**config.mk**
```make
export PLATFORM = sky130hd
export DESIGN_NAME = gray_counter_flat
export DESIGN_NICKNAME = d
export VERILOG_FILES = /design/src/rtl/gray_counter_if.sv /design/src/rtl/gray_counter.sv /design/src/flat_wrapper.sv
export SDC_FILE = /design/constraint.sdc
export NUM_CORES = 1
export LEC_CHECK = 0
export BUFFER_PORTS_ARGS = -buffer_cell sky130_fd_sc_hd__buf_4
export CAP_MARGIN = 20
export CORE_UTILIZATION = 59
export CTS_BUF_LIST = sky130_fd_sc_hd__clkbuf_8
export CTS_CLUSTER_DIAMETER = 30
export DETAILED_ROUTE_END_ITERATION = 7
export MAX_ROUTING_LAYER = met4
export PLACE_DENSITY = 0.92
export SLEW_MARGIN = 20
export SYNTH_ARGS = -nofsm -noshare
export SYNTH_HDL_FRONTEND = slang
export SYNTH_SLANG_ARGS = --single-unit
export TNS_END_PERCENT = 30
```
**constraint.sdc**
```tcl
create_clock -name clk -period 3.8 [get_ports clk]
set_input_delay 0.19 -clock clk [delete_from_list [all_inputs] [get_ports clk]]
set_output_delay 0.19 -clock clk [all_outputs]
set_load 0.02 [all_outputs]
```
**src/rtl/gray_counter_if.sv**
```systemverilog
// gray_counter_if: stimulus and Gray-word handshake bundle for gray_counter
interface gray_counter_if #(parameter int WIDTH = 32);
  logic en;
  logic up;
  logic load;
  logic [WIDTH-1:0] load_val;
  logic [WIDTH-1:0] o;
  logic o_valid;
  logic o_ready;
  logic wrap;
  modport master(output en, up, load, load_val, o_ready, input o, o_valid, wrap);
  modport slave(input en, up, load, load_val, o_ready, output o, o_valid, wrap);
endinterface

```
**src/rtl/gray_counter.sv**
```systemverilog
// gray_counter: up/down binary count presented as a registered Gray word over a valid/ready handshake
module gray_counter #(parameter int WIDTH = 32) (
  input logic clk,
  input logic rst,
  gray_counter_if.slave bus
);
  typedef enum logic {IDLE, VALID} state_t;
  state_t state, nextState;
  logic [WIDTH-1:0] count, nextCount, step, grayQ;
  logic fire, nextWrap, wrapQ;
  always_comb begin
    fire = state == VALID && bus.o_ready;
    step = bus.up ? count + 1'b1 : count - 1'b1;
    nextState = bus.load || bus.en || (state == VALID && !fire) ? VALID : IDLE;
    nextCount = bus.load ? bus.load_val : fire ? step : count;
    nextWrap = !bus.load && fire && (bus.up ? &count : ~|count);
  end
  always_ff @(posedge clk) begin
    if (rst) begin
      state <= IDLE;
      count <= '0;
      grayQ <= '0;
      wrapQ <= 1'b0;
    end else begin
      state <= nextState;
      count <= nextCount;
      grayQ <= nextCount ^ (nextCount >> 1);
      wrapQ <= nextWrap;
    end
  end
  assign bus.o = grayQ;
  assign bus.o_valid = state == VALID;
  assign bus.wrap = wrapQ;
endmodule

```
**src/flat_wrapper.sv**
```systemverilog
// flat-port wrapper written by rule: the top's interface ports become plain ports
module gray_counter_flat 
#(parameter int WIDTH = 32)
  (clk, rst, bus_en, bus_up, bus_load, bus_load_val, bus_o_ready, bus_o, bus_o_valid, bus_wrap);
  gray_counter_if #(.WIDTH(WIDTH)) bus_i ();
  input logic clk;
  input logic rst;
  input wire logic [$bits(bus_i.en)-1:0] bus_en;
  input wire logic [$bits(bus_i.up)-1:0] bus_up;
  input wire logic [$bits(bus_i.load)-1:0] bus_load;
  input wire logic [$bits(bus_i.load_val)-1:0] bus_load_val;
  input wire logic [$bits(bus_i.o_ready)-1:0] bus_o_ready;
  output wire logic [$bits(bus_i.o)-1:0] bus_o;
  output wire logic [$bits(bus_i.o_valid)-1:0] bus_o_valid;
  output wire logic [$bits(bus_i.wrap)-1:0] bus_wrap;
  assign bus_i.en = bus_en;
  assign bus_i.up = bus_up;
  assign bus_i.load = bus_load;
  assign bus_i.load_val = bus_load_val;
  assign bus_i.o_ready = bus_o_ready;
  assign bus_o = bus_i.o;
  assign bus_o_valid = bus_i.o_valid;
  assign bus_wrap = bus_i.wrap;
  gray_counter #(.WIDTH(WIDTH)) u_core (.clk(clk), .rst(rst), .bus(bus_i));
endmodule
```
==> results.txt, run 1 <==
The run finished with clean final reports. Averaged over all synthesized cells, the footprint is 7.880 um^2. Yosys mapped a number of flops with a built-in enable equal to 0.

Row generation in the floorplan step produced 31 rows. The clock-pin slew on the worst setup and hold paths came out at 70 ps. Clock skew on the completed layout was measured at 5.861 ps. The die covers 7925 um^2. The setup slack after placement came out at 372.2 ps. After clock tree synthesis, the repair step resized 0 gates. For the worst flop-to-flop path, the logic depth is 12. The share of the synthesized area in the top cell type is 0.2912. The maximum VDD drop is 0.0002295 V.

The worst hold path passes through 3 cells. The die is 89.02 um tall. The min-delay analysis places its worst path in the category input port to flip-flop. Buffers added to address setup during post-CTS repair amount to 0.

The flip-flop and latch count after synthesis came out at 65. Of all cell types, the one taking the most synthesized area is sky130_fd_sc_hd__dfxtp_1. The count of port buffers added during placement came out at 71. The setup violation total in the final timing report is 0.

At the end of the flow, the number of nets in the layout was 692. The number of buffers created by CTS came out at 9. In the final layout, the share of cells above drive strength 1 is 0.1837. The effective utilization at floorplan came out at 0.6127. The relative contribution of combinational cells to total power is 0.333. The worst min-delay path startpoint is bus_en.

The number of global-route vias before repair came to 3,944. The number of library cell types mapped by synthesis is 63. STA classifies the critical path endpoint as a flip-flop. The worst-skew pair later-pin latency is 350 ps. After detailed routing, the average wire length per cell comes to 15.26 um. The count of hold-fix buffers inserted at cts came out at 0.

The total nets after synthesis came out at 636. The count of endpoints failing hold in the final timing report came out at 0. Counting the fill cells in the layout gives 611. The total overflow left after global routing is 0. sky130_fd_sc_hd__nor2_1 is the most common cell in the netlist.

The weighted congestion reported at the end of routability-driven placement is 0.9652. The setup path with the least slack is of type flip-flop to flip-flop. The net switching power came out at 0.7036 mW. In the synthesized netlist the dominant register cell turns out to be sky130_fd_sc_hd__dfxtp_1.

The first global-routing pass estimated 18.18 mm of wire. The total detailed-routing wirelength came out at 11.07 mm. The antenna violation net count after detailed routing came out at 0. The sequential cell fraction of total power is 0.387. For this run, the detailed router's first-pass iteration total came to 5. The flop-to-flop setup slack is 730 ps. The core outline area is 7292 um^2.

Setup repair after global routing left no endpoint under its margin. The sequential element share of the synthesized area is 0.2912. The reg-to-reg critical path startpoint is u_core.count[0]. The maximum operating frequency is 0.3253 GHz.

The final critical delay including setup and external delays is 3074 ps. CTS built an H-tree with a depth of 3. Sorting the synthesized cells by area gives the leading types as sky130_fd_sc_hd__dfxtp_1 (29%), sky130_fd_sc_hd__ha_1 (8.4%), sky130_fd_sc_hd__nor2_1 (7.0%).

The number of I/O pins came out at 72. The TritonCTS sink count came out at 65. In this run the critical register-to-register path is captured at u_core.bus.o[26].

The remaining design rule violation count is 0. The path with the worst hold slack has its endpoint at u_core.bus.o_valid. The internal power of the cells came out at 1.356 mW. The actual transition at the worst max-transition pin is 1006 ps. In the global route stage, overall resource usage came out at 0.3038. The antenna diode count is 0. The final-report max-slew violation count is 0. The data arrival time of the critical path is 3290 ps. The horizontal die dimension is 89.02 um. Of all flip-flops after synthesis, the portion carrying an async set or reset was 0. The top fanout value on the critical path is 5. Power spread over the standard cell area amounts to 395.8 nW/um^2.

The cell sitting at the root of the clock tree is a sky130_fd_sc_hd__clkbuf_8. The netlist area before placement came out at 4468 um^2. TritonCTS built the clock tree. The standby leakage power is 2.287 nW.

The clock network power share is 0.281. The sequential cell area in the final layout is 1301 um^2. Entering global routing, the biggest net connects 66 pins. The Yosys step of the flow raised 0 warnings.

The multi-input gate area in the final layout came out at 3003 um^2. Dividing the detail-routed via count by the number of cells gives 5.834. Of the total power, the share spent switching nets is 0.3416.

The number of antenna violations at the first check in global routing is 0. The worst setup path is launched from a flip-flop. The required arrival time at the worst endpoint is 4020 ps. Measured against its own limit, the worst slew margin works out to 0.3287. The total vias in the final route is 4,230. Relative to the synthesized area, the layout overhead comes to 16.47%. In the synthesized netlist, the number of instances is 567. Dividing the final minimum period by the clock period gives 0.8090.

No sink is reached through more buffers than the 2 on the longest clock path. The total power came out at 2.059 mW. The total negative slack came out at 0 ps. For this block, the initial DRC count from the detailed router was 243. By count the netlist is led by sky130_fd_sc_hd__nor2_1 (83), sky130_fd_sc_hd__dfxtp_1 (65), sky130_fd_sc_hd__a21oi_1 (59).

The number of maximum-capacitance constraint violations came out at 0. Setup slack closes at 725.8 ps. The sum of net half-perimeters after detailed placement is 8.111 mm.
==> power groups by stage <==
stage                     clock network (mW)  registers, mW  logic, mW
after floorplan                            0          0.854      0.445
after global placement                     0          0.807      0.671
after detailed placement                   0          0.810      0.680
after CTS                              0.587          0.796      0.684
after global routing                   0.613          0.804      0.758
final                                  0.578          0.797      0.685
==> area by class of cell <==
type,instances,share of cell area
timing repair buffer,74,0.1068
inverter,10,0.007213
tap,99,0.02380
clock inverter,4,0.008656
clock buffer,10,0.02645
multi-input combinational,463,0.5771
sequential,65,0.2501
==> flip-flops by register name, indices dropped and copies added (netlist names) <==
| name | count |
|---|---|
| u_core.bus.o | 32 |
| u_core.bus.wrap | 1 |
| u_core.bus.o_valid | 1 |
| u_core.count | 31 |
==> worst max-delay path, stage by stage (launching register included) <==
cell and delay, ps:
sky130_fd_sc_hd__dfxtp_1 410, sky130_fd_sc_hd__inv_1 90, sky130_fd_sc_hd__fa_1 440, sky130_fd_sc_hd__nand2b_1 190
sky130_fd_sc_hd__a2111oi_2 310, sky130_fd_sc_hd__or2_4 210, sky130_fd_sc_hd__a21bo_4 160, sky130_fd_sc_hd__a41o_2 270
sky130_fd_sc_hd__a21oi_2 70, sky130_fd_sc_hd__or4_1 400, sky130_fd_sc_hd__and3_4 180, sky130_fd_sc_hd__xnor2_1 160
sky130_fd_sc_hd__nor2_1 60
==> kinds of logic after synthesis <==
logic type               synth area share
AO/OA/AOI/OAI                      0.2330
XOR/XNOR                          0.09997
adder cells (fa/ha/maj)           0.08849
buffers and inverters             0.03724
flip-flops                         0.2912
multiplexers                      0.01764
AND/OR/NAND/NOR                    0.2324
==> how the worst max path moves through the flow <==
stage                                from                to  slack (ps)  cells after the start
after floorplan                    bus_up  u_core.bus.o[28]         740                     13
after global placement             bus_up  u_core.bus.o[28]         430                     13
after detailed placement           bus_up  u_core.bus.o[28]         370                     13
after CTS                 u_core.count[0]  u_core.bus.o[26]         720                     12
after global routing               bus_up  u_core.bus.o[29]         490                     13
final                     u_core.count[0]  u_core.bus.o[26]         730                     12
==> metrics by stage <==
step                instances  utilization  instance area (um^2)  hold slack [ps]
floorplan                 567            -                  4468            339.6
global placement          711       0.6886                  5021            427.4
detailed placement        711       0.6886                  5021            444.0
CTS                       725       0.7136                  5204            82.33
global route              725       0.7136                  5204            83.69
finish                    725       0.7136                  5204            85.58
==> placed cells by master (no fill, tap or decap), drive strengths merged, types with 4 or more instances in the layout <==
cell type   n
a21o       11
a21oi      65
a31oi       5
and3       18
buf        74
clkbuf     10
dfxtp      65
ha         30
inv        10
mux2i       4
nand2      45
nand3      12
nand4      13
nor2       83
nor2b       8
nor3        9
nor4       12
o211ai      5
o21a        5
o21ai      44
xnor2      32
xor2       19
==> metal layers <==
layer / wire (um) / track usage
met5: 0 / -
met3: 459 / 0.05171
met1: 4966 / 0.3675
met4: 266 / 0.1212
met2: 5373 / 0.5042
Note: power is estimated with default switching activity, not from simulation.
==> run 2: changes to the inputs <==
--- a/config.mk
+++ b/config.mk
@@ -7,12 +7,12 @@
 export LEC_CHECK = 0
 export BUFFER_PORTS_ARGS = -buffer_cell sky130_fd_sc_hd__buf_4
 export CAP_MARGIN = 20
-export CORE_UTILIZATION = 59
+export CORE_UTILIZATION = 53
 export CTS_BUF_LIST = sky130_fd_sc_hd__clkbuf_8
 export CTS_CLUSTER_DIAMETER = 30
 export DETAILED_ROUTE_END_ITERATION = 7
 export MAX_ROUTING_LAYER = met4
-export PLACE_DENSITY = 0.92
+export PLACE_DENSITY = 0.88
 export SLEW_MARGIN = 20
 export SYNTH_ARGS = -nofsm -noshare
 export SYNTH_HDL_FRONTEND = slang
==> constraint.sdc (replaced) <==
create_clock -name clk -period 2.7 [get_ports clk]
set_input_delay 0.135 -clock clk [delete_from_list [all_inputs] [get_ports clk]]
set_output_delay 0.135 -clock clk [all_outputs]
set_load 0.02 [all_outputs]
==> run 2 against run 1 <==
Compared with the run above:
- the run now ends with negative setup slack left
- count of clock-buffer cells in the layout fell by 1
- worst hold slack worse by 57 ps
- cell count increased by 13%
- critical path depth unchanged
- clock skew rose by 2.8 ps
==> results.txt, run 2 (same netlist as run 1, synthesis figures left out) <==
The run finished, with violations left. The checks that failed: negative setup slack. The root buffer cell chosen for the clock tree is sky130_fd_sc_hd__clkbuf_8.

Leaving out fill and tap cells, the most frequent cell in the layout is sky130_fd_sc_hd__buf_4. Setup repair after global routing could not meet its margin everywhere. The number of vias per cell came out at 5.673 (-2.8%). The remaining design rule violation count was 0 (unchanged). The fraction of the cycle the final worst path needs is 1.011 (+0.2024). The relative contribution of combinational cells to total power was 0.402 (+0.069). The worst-skew pair later-pin latency is 360 ps (about the same). The weighted congestion reported at the end of routability-driven placement is 0.9653 (about the same).

The final critical delay including setup and external delays came out at 2731 ps (-343.5 ps). The area added between synthesis and finish came out at 35.62%. The required arrival time at the worst endpoint is 2920 ps (-1100 ps).

In the layout the commonest cells are sky130_fd_sc_hd__buf_4 (163), sky130_fd_sc_hd__nor2_1 (82), sky130_fd_sc_hd__dfxtp_1 (63), sky130_fd_sc_hd__a21oi_1 (56), sky130_fd_sc_hd__nand2_1 (45). The top fanout value on the critical path came out at 4 (-1). The total stage count of the critical path is 12 (unchanged).

The area enclosed by the die boundary was 8801 um^2 (+11%). The area of all placed cells without fillers came to 6060 um^2 (+16%). For this design, the slowest cell found on the critical path is sky130_fd_sc_hd__fa_2. The net switching power came out at 1.085 mW (+54%).

The worst hold path stage count is 3 (unchanged). The normalized max-slew margin came out at 0.5770 (+0.2483). The final-report max-slew violation count was 0 (unchanged). The net count of the finished layout came out at 781 (+13%). Walking the worst path, the cells encountered are inv_2 > fa_2 > nand2b_4 > a2111oi_4 > or2_4 > a21bo_4 > a21oi_4 > o21ai_2 > mux2_4 > a211oi_4 > xor2_1 > nor2_1. The maximum VDD drop came out at 0.0003049 V (+33%).

The iteration-0 DRC count of the detailed router came out at 211 (-13%). The count of port buffers added during placement came to 71 (unchanged). The count of endpoints failing hold in the final timing report was 0 (unchanged). The routed length per instance came to 15.93 um (+4.4%). The total detailed-routing wirelength came out at 13.06 mm (+18%). The sequential cell fraction of total power came out at 0.366 (-0.021).

The antenna violation net count after detailed routing came to 0 (unchanged). The core outline area is 8175 um^2 (+12%). The number of I/O pins came out at 72 (unchanged). The clock-pin slew on the worst setup and hold paths is 70 ps (about the same). The clock network power share is 0.232 (-0.049).

The internal power of the cells is 1.949 mW (+44%). The setup violation total in the final timing report is 4 (+4). The total vias in the final route is 4,652 (+10%). The largest buffer count on any clock path came to 2 (unchanged). The die extent in y was 93.82 um (+5.4%).

The global routing usage summed across all routing layers came out at 0.3136 (+0.009786). The critical path in this run is classified as flip-flop to flip-flop. The first-pass GRT wire length is 20.99 mm (+15%). The switching part of the total power is 0.3576 (+0.01600).

The number of maximum-capacitance constraint violations came to 0 (unchanged). The total buffers and inverters traversed by the critical path came out at 1 (unchanged). The total cell area at the placement stage came out at 5645 um^2 (+12%). The final worst slack came to -30.69 ps (-756.5 ps). The flip-flop count of the largest register after layout is 32 (unchanged). The standby leakage power is 2.761 nW (+21%).

The remaining global-route overflow came out at 0 (unchanged). The depth of the worst register-to-register path came out at 12 (unchanged). The sum of net half-perimeters after detailed placement was 9.531 mm (+18%). The actual transition at the worst max-transition pin was 634.5 ps (-371.8 ps). The nature of the critical path startpoint is a flip-flop. The setup clock skew after layout is 8.691 ps (+2.830 ps). The number of antenna violations at the first check in global routing came out at 0 (unchanged).

The count of H-tree levels built during CTS came out at 3 (unchanged). The maximum operating frequency is 0.3662 GHz (+13%). The worst setup path is captured at a flip-flop.

In this run the worst hold path is classified as input port to flip-flop. The data arrival time of the critical path came out at 2950 ps (-340 ps). The TritonCTS sink count came out at 65 (unchanged). The effective utilization at floorplan is 0.5465 (-0.06621). The category of cells accounting for the largest share of critical-path delay is compound AO/OA/AOI/OAI gates. The fraction of final layout cells with drive strength greater than 1 is 0.3231 (+0.1394). The maximum cell stage delay along the critical path is 360 ps (-80 ps). The number of buffers created by CTS is 9 (unchanged). The TritonCTS clock tree is yes. The largest net degree at the start of global routing is 66 (unchanged). The placement row count was 33 (+6.5%). The count of TritonRoute iterations in the first routing pass came out at 5 (unchanged). The power density over the cells came to 500.8 nW/um^2 (+27%).

The number of global-route vias before repair was 4,453 (+13%). The total power is 3.035 mW (+47%). The antenna diode count came out at 0 (unchanged).

The horizontal die dimension is 93.82 um (+5.4%).
-- run 2: cell types whose count changed in the layout (fill, tap and decap cells not counted), sizes merged --
| cell | delta |
|---|---|
| clkinvlp | +2 |
| clkbuf | -1 |
| buf | +89 |
| bufinv | -1 |
-- run 2: final timing paths --
check                     start            endpoint  slack (ps)
max             u_core.count[1]    u_core.bus.o[28]         -30
min                      bus_en  u_core.bus.o_valid          30
max reg2reg     u_core.count[1]    u_core.bus.o[28]         -30
min reg2reg  u_core.bus.o_valid  u_core.bus.o_valid         510
-- run 2: final cells by class --
cell class	count	area, um^2
Fill cell	624	2116
Clock buffer	9	123.9
Inverter	10	41.29
Timing Repair Buffer	163	1224
Sequential cell	65	1304
Clock inverter	5	26.28
Multi-Input combinational cell	463	3209
Tap cell	105	131.4
-- run 2: power by group through the flow --
stage | Clock [mW] | Sequential (mW) | Combinational (mW)
after floorplan | 0 | 1.20 | 0.626
after global placement | 0 | 1.12 | 1.11
after detailed placement | 0 | 1.13 | 1.13
after CTS | 0.715 | 1.11 | 1.16
after global routing | 0.755 | 1.12 | 1.33
final | 0.703 | 1.11 | 1.22
-- run 2: worst min-delay path: stages --
cell and delay [ps]:
sky130_fd_sc_hd__buf_4 80, sky130_fd_sc_hd__nor2_1 30, sky130_fd_sc_hd__a21oi_1 110
-- run 2: what timing repair did --
| action | 4_1_cts | 5_1_grt |
|---|---|---|
| resized for setup | 10 | 33 |
| pin swaps | 6 | 16 |
| setup endpoints to repair | 17 | 28 |
| setup buffers | 4 | 3 |
| hold buffers | 0 | 0 |
-- run 2: per-layer routing --
| metal | wire length (um) | GRT usage | share of wire | vias to the layer above |
|---|---|---|---|---|
| li1 | - | - | - | 2315 |
| met1 | 5669 | 0.3810 | 0.43 | 2151 |
| met4 | 275 | 0.1333 | 0.021 | 0 |
| met2 | 6462 | 0.5182 | 0.49 | 161 |
| met3 | 655 | 0.04531 | 0.050 | 25 |
| met5 | 0 | - | 0 | - |
-- run 2: through the flow --
step / setup TNS [ps] / instances / setup WS, ps / utilization / hold WS [ps]
2_1_floorplan: -1810 / 567 / -219.5 / - / 284.6
6_report: -99.88 / 820 / -30.69 / 0.7412 / 28.88
5_1_grt: -1247 / 820 / -186.9 / 0.7412 / 36.73
3_5_place_dp: -4635 / 799 / -282.3 / 0.6905 / 389.9
3_3_place_gp: -2740 / 799 / -229.1 / 0.6905 / 374.8
4_1_cts: -11.86 / 817 / -11.86 / 0.7204 / 26.84
==> run 3: changes to the inputs <==
--- a/config.mk
+++ b/config.mk
@@ -7,12 +7,13 @@
 export LEC_CHECK = 0
 export BUFFER_PORTS_ARGS = -buffer_cell sky130_fd_sc_hd__buf_4
 export CAP_MARGIN = 20
-export CORE_UTILIZATION = 53
+export CORE_UTILIZATION = 59
 export CTS_BUF_LIST = sky130_fd_sc_hd__clkbuf_8
 export CTS_CLUSTER_DIAMETER = 30
 export DETAILED_ROUTE_END_ITERATION = 7
 export MAX_ROUTING_LAYER = met4
-export PLACE_DENSITY = 0.88
+export PLACE_DENSITY = 0.92
+export REMOVE_ABC_BUFFERS = 1
 export SLEW_MARGIN = 20
 export SYNTH_ARGS = -nofsm -noshare
 export SYNTH_HDL_FRONTEND = slang
==> constraint.sdc (replaced) <==
create_clock -name clk -period 2.9 [get_ports clk]
set_input_delay 0.145 -clock clk [delete_from_list [all_inputs] [get_ports clk]]
set_output_delay 0.145 -clock clk [all_outputs]
set_load 0.02 [all_outputs]
==> run 3 against run 2 <==
Compared with the run above:
- the run now ends clean
- combinational power fell by 17%
- via count rose by 1.5%
- non-clock buffer count shrank 60
- critical endpoint is now u_core.bus.o[15]
==> results.txt, run 3 (same netlist as run 1, synthesis figures left out) <==
The count of TritonRoute iterations in the first routing pass is 7 (+2). The total vias in the final route is 4,721 (+1.5%). The standby leakage power came out at 2.465 nW (-11%). The number of I/O pins is 72 (unchanged). The sequential cell fraction of total power came out at 0.361 (-0.005). TritonCTS built the clock tree. The nature of the critical path startpoint is a flip-flop. The cell count after placement is 737 (-7.8%).

The top fanout value on the critical path came out at 4 (unchanged). Walking the worst path, the cells encountered are ha_1 > o21ai_2 > a2111oi_4 > or2_4 > buf_4 > o41ai_4 > buf_4 > o21ai_1 > xnor2_1 > nand2_1 > a2bb2oi_4 > xor2_1 > nor2_1. The die extent in y is 89.02 um (-5.1%). Setup repair after global routing could not meet its margin everywhere. The normalized max-slew margin was 0.4447 (-0.1323).

The antenna diode count was 0 (unchanged). The count of port buffers added during placement is 71 (unchanged). The top cell types in the final layout, fill and taps aside, are sky130_fd_sc_hd__buf_4 (102), sky130_fd_sc_hd__nor2_1 (82), sky130_fd_sc_hd__dfxtp_1 (61), sky130_fd_sc_hd__a21oi_1 (59), sky130_fd_sc_hd__nand2_1 (45). The most numerous cell type found on the critical path is sky130_fd_sc_hd__buf_4. The maximum VDD drop is 0.0003792 V (+24%). The final-report max-slew violation count came out at 0 (unchanged). The worst hold margin came out at 35.62 ps (+6.740 ps). Leaving out fill and tap cells, the most frequent cell in the layout is sky130_fd_sc_hd__buf_4.

The clock-pin slew on the worst setup and hold paths came to 80 ps (about the same). The core outline area came to 7292 um^2 (-11%). The number of vias per cell is 6.245 (+10%). The flow ran to the end, and the final reports show no timing, DRC or antenna violations.

The worst setup path is of the flip-flop to flip-flop kind. The number of global-route vias before repair came to 4,378 (-1.7%). The maximum cell stage delay along the critical path came out at 350 ps (about the same). The first-pass GRT wire length came out at 19.52 mm (-7.0%). The sum of net half-perimeters after detailed placement is 8.450 mm (-11%). The fraction of the cycle the final worst path needs came to 0.9856 (-0.02581). The cell family contributing the most delay on the critical path is compound AO/OA/AOI/OAI gates. The clock network power share came out at 0.289 (+0.057). The area enclosed by the die boundary is 7925 um^2 (-10%). The largest net degree at the start of global routing came out at 66 (unchanged). The effective utilization at floorplan came out at 0.6127 (+0.06621). The number of buffers created by CTS is 9 (unchanged). The setup clock skew after layout came out at 8.522 ps (-0.1694 ps). The worst setup path is captured at a flip-flop. The number of antenna violations at the first check in global routing came out at 0 (unchanged).

The worst-skew pair later-pin latency is 370 ps (about the same). The total detailed-routing wirelength is 12.92 mm (-1.1%). The fraction of final layout cells with drive strength greater than 1 was 0.2420 (-0.08107).

The power density over the cells is 520.0 nW/um^2 (+3.8%). The final critical delay including setup and external delays was 2858 ps (+127.4 ps). The net switching power is 0.9969 mW (-8.1%). The net count of the finished layout is 721 (-7.7%). The largest buffer count on any clock path came out at 2 (unchanged).

The setup violation total in the final timing report is 0 (-4). The relative contribution of combinational cells to total power is 0.350 (-0.052). The count of H-tree levels built during CTS came out at 3 (unchanged). The flip-flop count of the largest register after layout came out at 32 (unchanged). The root buffer selected by CTS is sky130_fd_sc_hd__clkbuf_8. The horizontal die dimension came to 89.02 um (-5.1%). The count of hold-fix buffers inserted at cts is 0 (unchanged). The slowest stage of the critical path belongs to the cell sky130_fd_sc_hd__dfxtp_2. The number of maximum-capacitance constraint violations is 0 (unchanged).

The internal power of the cells came to 1.893 mW (-2.9%). The antenna violation net count after detailed routing came out at 0 (unchanged). The remaining design rule violation count came out at 0 (unchanged). The count of endpoints failing hold in the final timing report came out at 0 (unchanged). The tightest min-delay check is of the input port to flip-flop type.

The maximum operating frequency is 0.3499 GHz (-4.5%). The post-layout instance count excluding filler cells is 756 (-7.8%). The routed length per instance came out at 17.09 um (+7.3%).

The weighted congestion reported at the end of routability-driven placement is 1.046 (+8.4%). The total power is 2.890 mW (-4.8%). The global routing usage summed across all routing layers came to 0.3293 (+0.01571). The remaining global-route overflow came to 0 (unchanged). The iteration-0 DRC count of the detailed router is 382 (+81%).

The data arrival time of the critical path came out at 3090 ps (+140 ps). The required arrival time at the worst endpoint is 3130 ps (+210 ps). The actual transition at the worst max-transition pin came out at 832.5 ps (+197.9 ps). The total buffers and inverters traversed by the critical path came out at 2 (+1). Relative to the synthesized area, the layout overhead comes to 24.39%. The TritonCTS sink count was 65 (unchanged). The placement row count is 31 (-6.1%).

The switching part of the total power is 0.3450 (-0.01268). The total negative slack came out at 0 ps (+99.88 ps).
-- run 3: layer usage --
layer | wire [um] | track usage | vias up
li1 | - | - | 2186
met1 | 5032 | 0.3558 | 2144
met2 | 6094 | 0.5462 | 295
met3 | 909 | 0.07664 | 96
met4 | 884 | 0.2092 | 0
met5 | 0 | - | -
-- run 3: timing repair --
item | in CTS | in global routing
setup buffers | 1 | 2
gates cloned | 0 | 0
gates resized for setup | 3 | 16
pin swaps | 1 | 6
setup endpoints to repair | 4 | 12
-- run 3: worst register-to-register path, stage by stage (launching register included) --
cell                        delay [ps]
sky130_fd_sc_hd__dfxtp_2           350
sky130_fd_sc_hd__ha_1              300
sky130_fd_sc_hd__o21ai_2           220
sky130_fd_sc_hd__a2111oi_4          90
sky130_fd_sc_hd__or2_4             270
sky130_fd_sc_hd__buf_4             150
sky130_fd_sc_hd__o41ai_4           330
sky130_fd_sc_hd__buf_4             210
sky130_fd_sc_hd__o21ai_1            90
sky130_fd_sc_hd__xnor2_1           160
sky130_fd_sc_hd__nand2_1           120
sky130_fd_sc_hd__a2bb2oi_4         220
sky130_fd_sc_hd__xor2_1            160
sky130_fd_sc_hd__nor2_1             50
-- run 3: layout make-up --
cell class	instances	area (um^2)
inverters	10	37.54
fillers	521	1734
clock inverters	4	50.05
clock buffers	12	165.2
flip-flops and latches	65	1306
multi-input cells	463	3089
well taps	99	123.9
repair buffers	103	785.8
-- run 3: power by group through the flow --
stage          clock [mW]  sequential (mW)  combinational (mW)
2_1_floorplan           0             1.12               0.549
3_3_place_gp            0             1.05               0.914
3_5_place_dp            0             1.06               0.939
4_1_cts             0.832             1.04               0.963
5_1_grt             0.868             1.05                1.10
6_report            0.836             1.04                1.01
-- run 3: path summary, 6_finish.rpt --
check	from	to	slack (ps)	cells past startpoint
min reg2reg	u_core.bus.o_valid	u_core.bus.o_valid	510	2
max reg2reg	u_core.count[3]	u_core.bus.o[15]	40	13
min	bus_en	u_core.bus.o_valid	40	3
max	u_core.count[3]	u_core.bus.o[15]	40	13
-- run 3: through the flow --
step | utilization | instance area (um^2) | setup WS [ps]
floorplan | - | 4339 | -66.79
global placement | 0.7167 | 5226 | 67.48
detailed placement | 0.7167 | 5226 | -54.83
CTS | 0.7500 | 5469 | 31.00
global route | 0.7622 | 5558 | -90.43
finish | 0.7622 | 5558 | 41.90
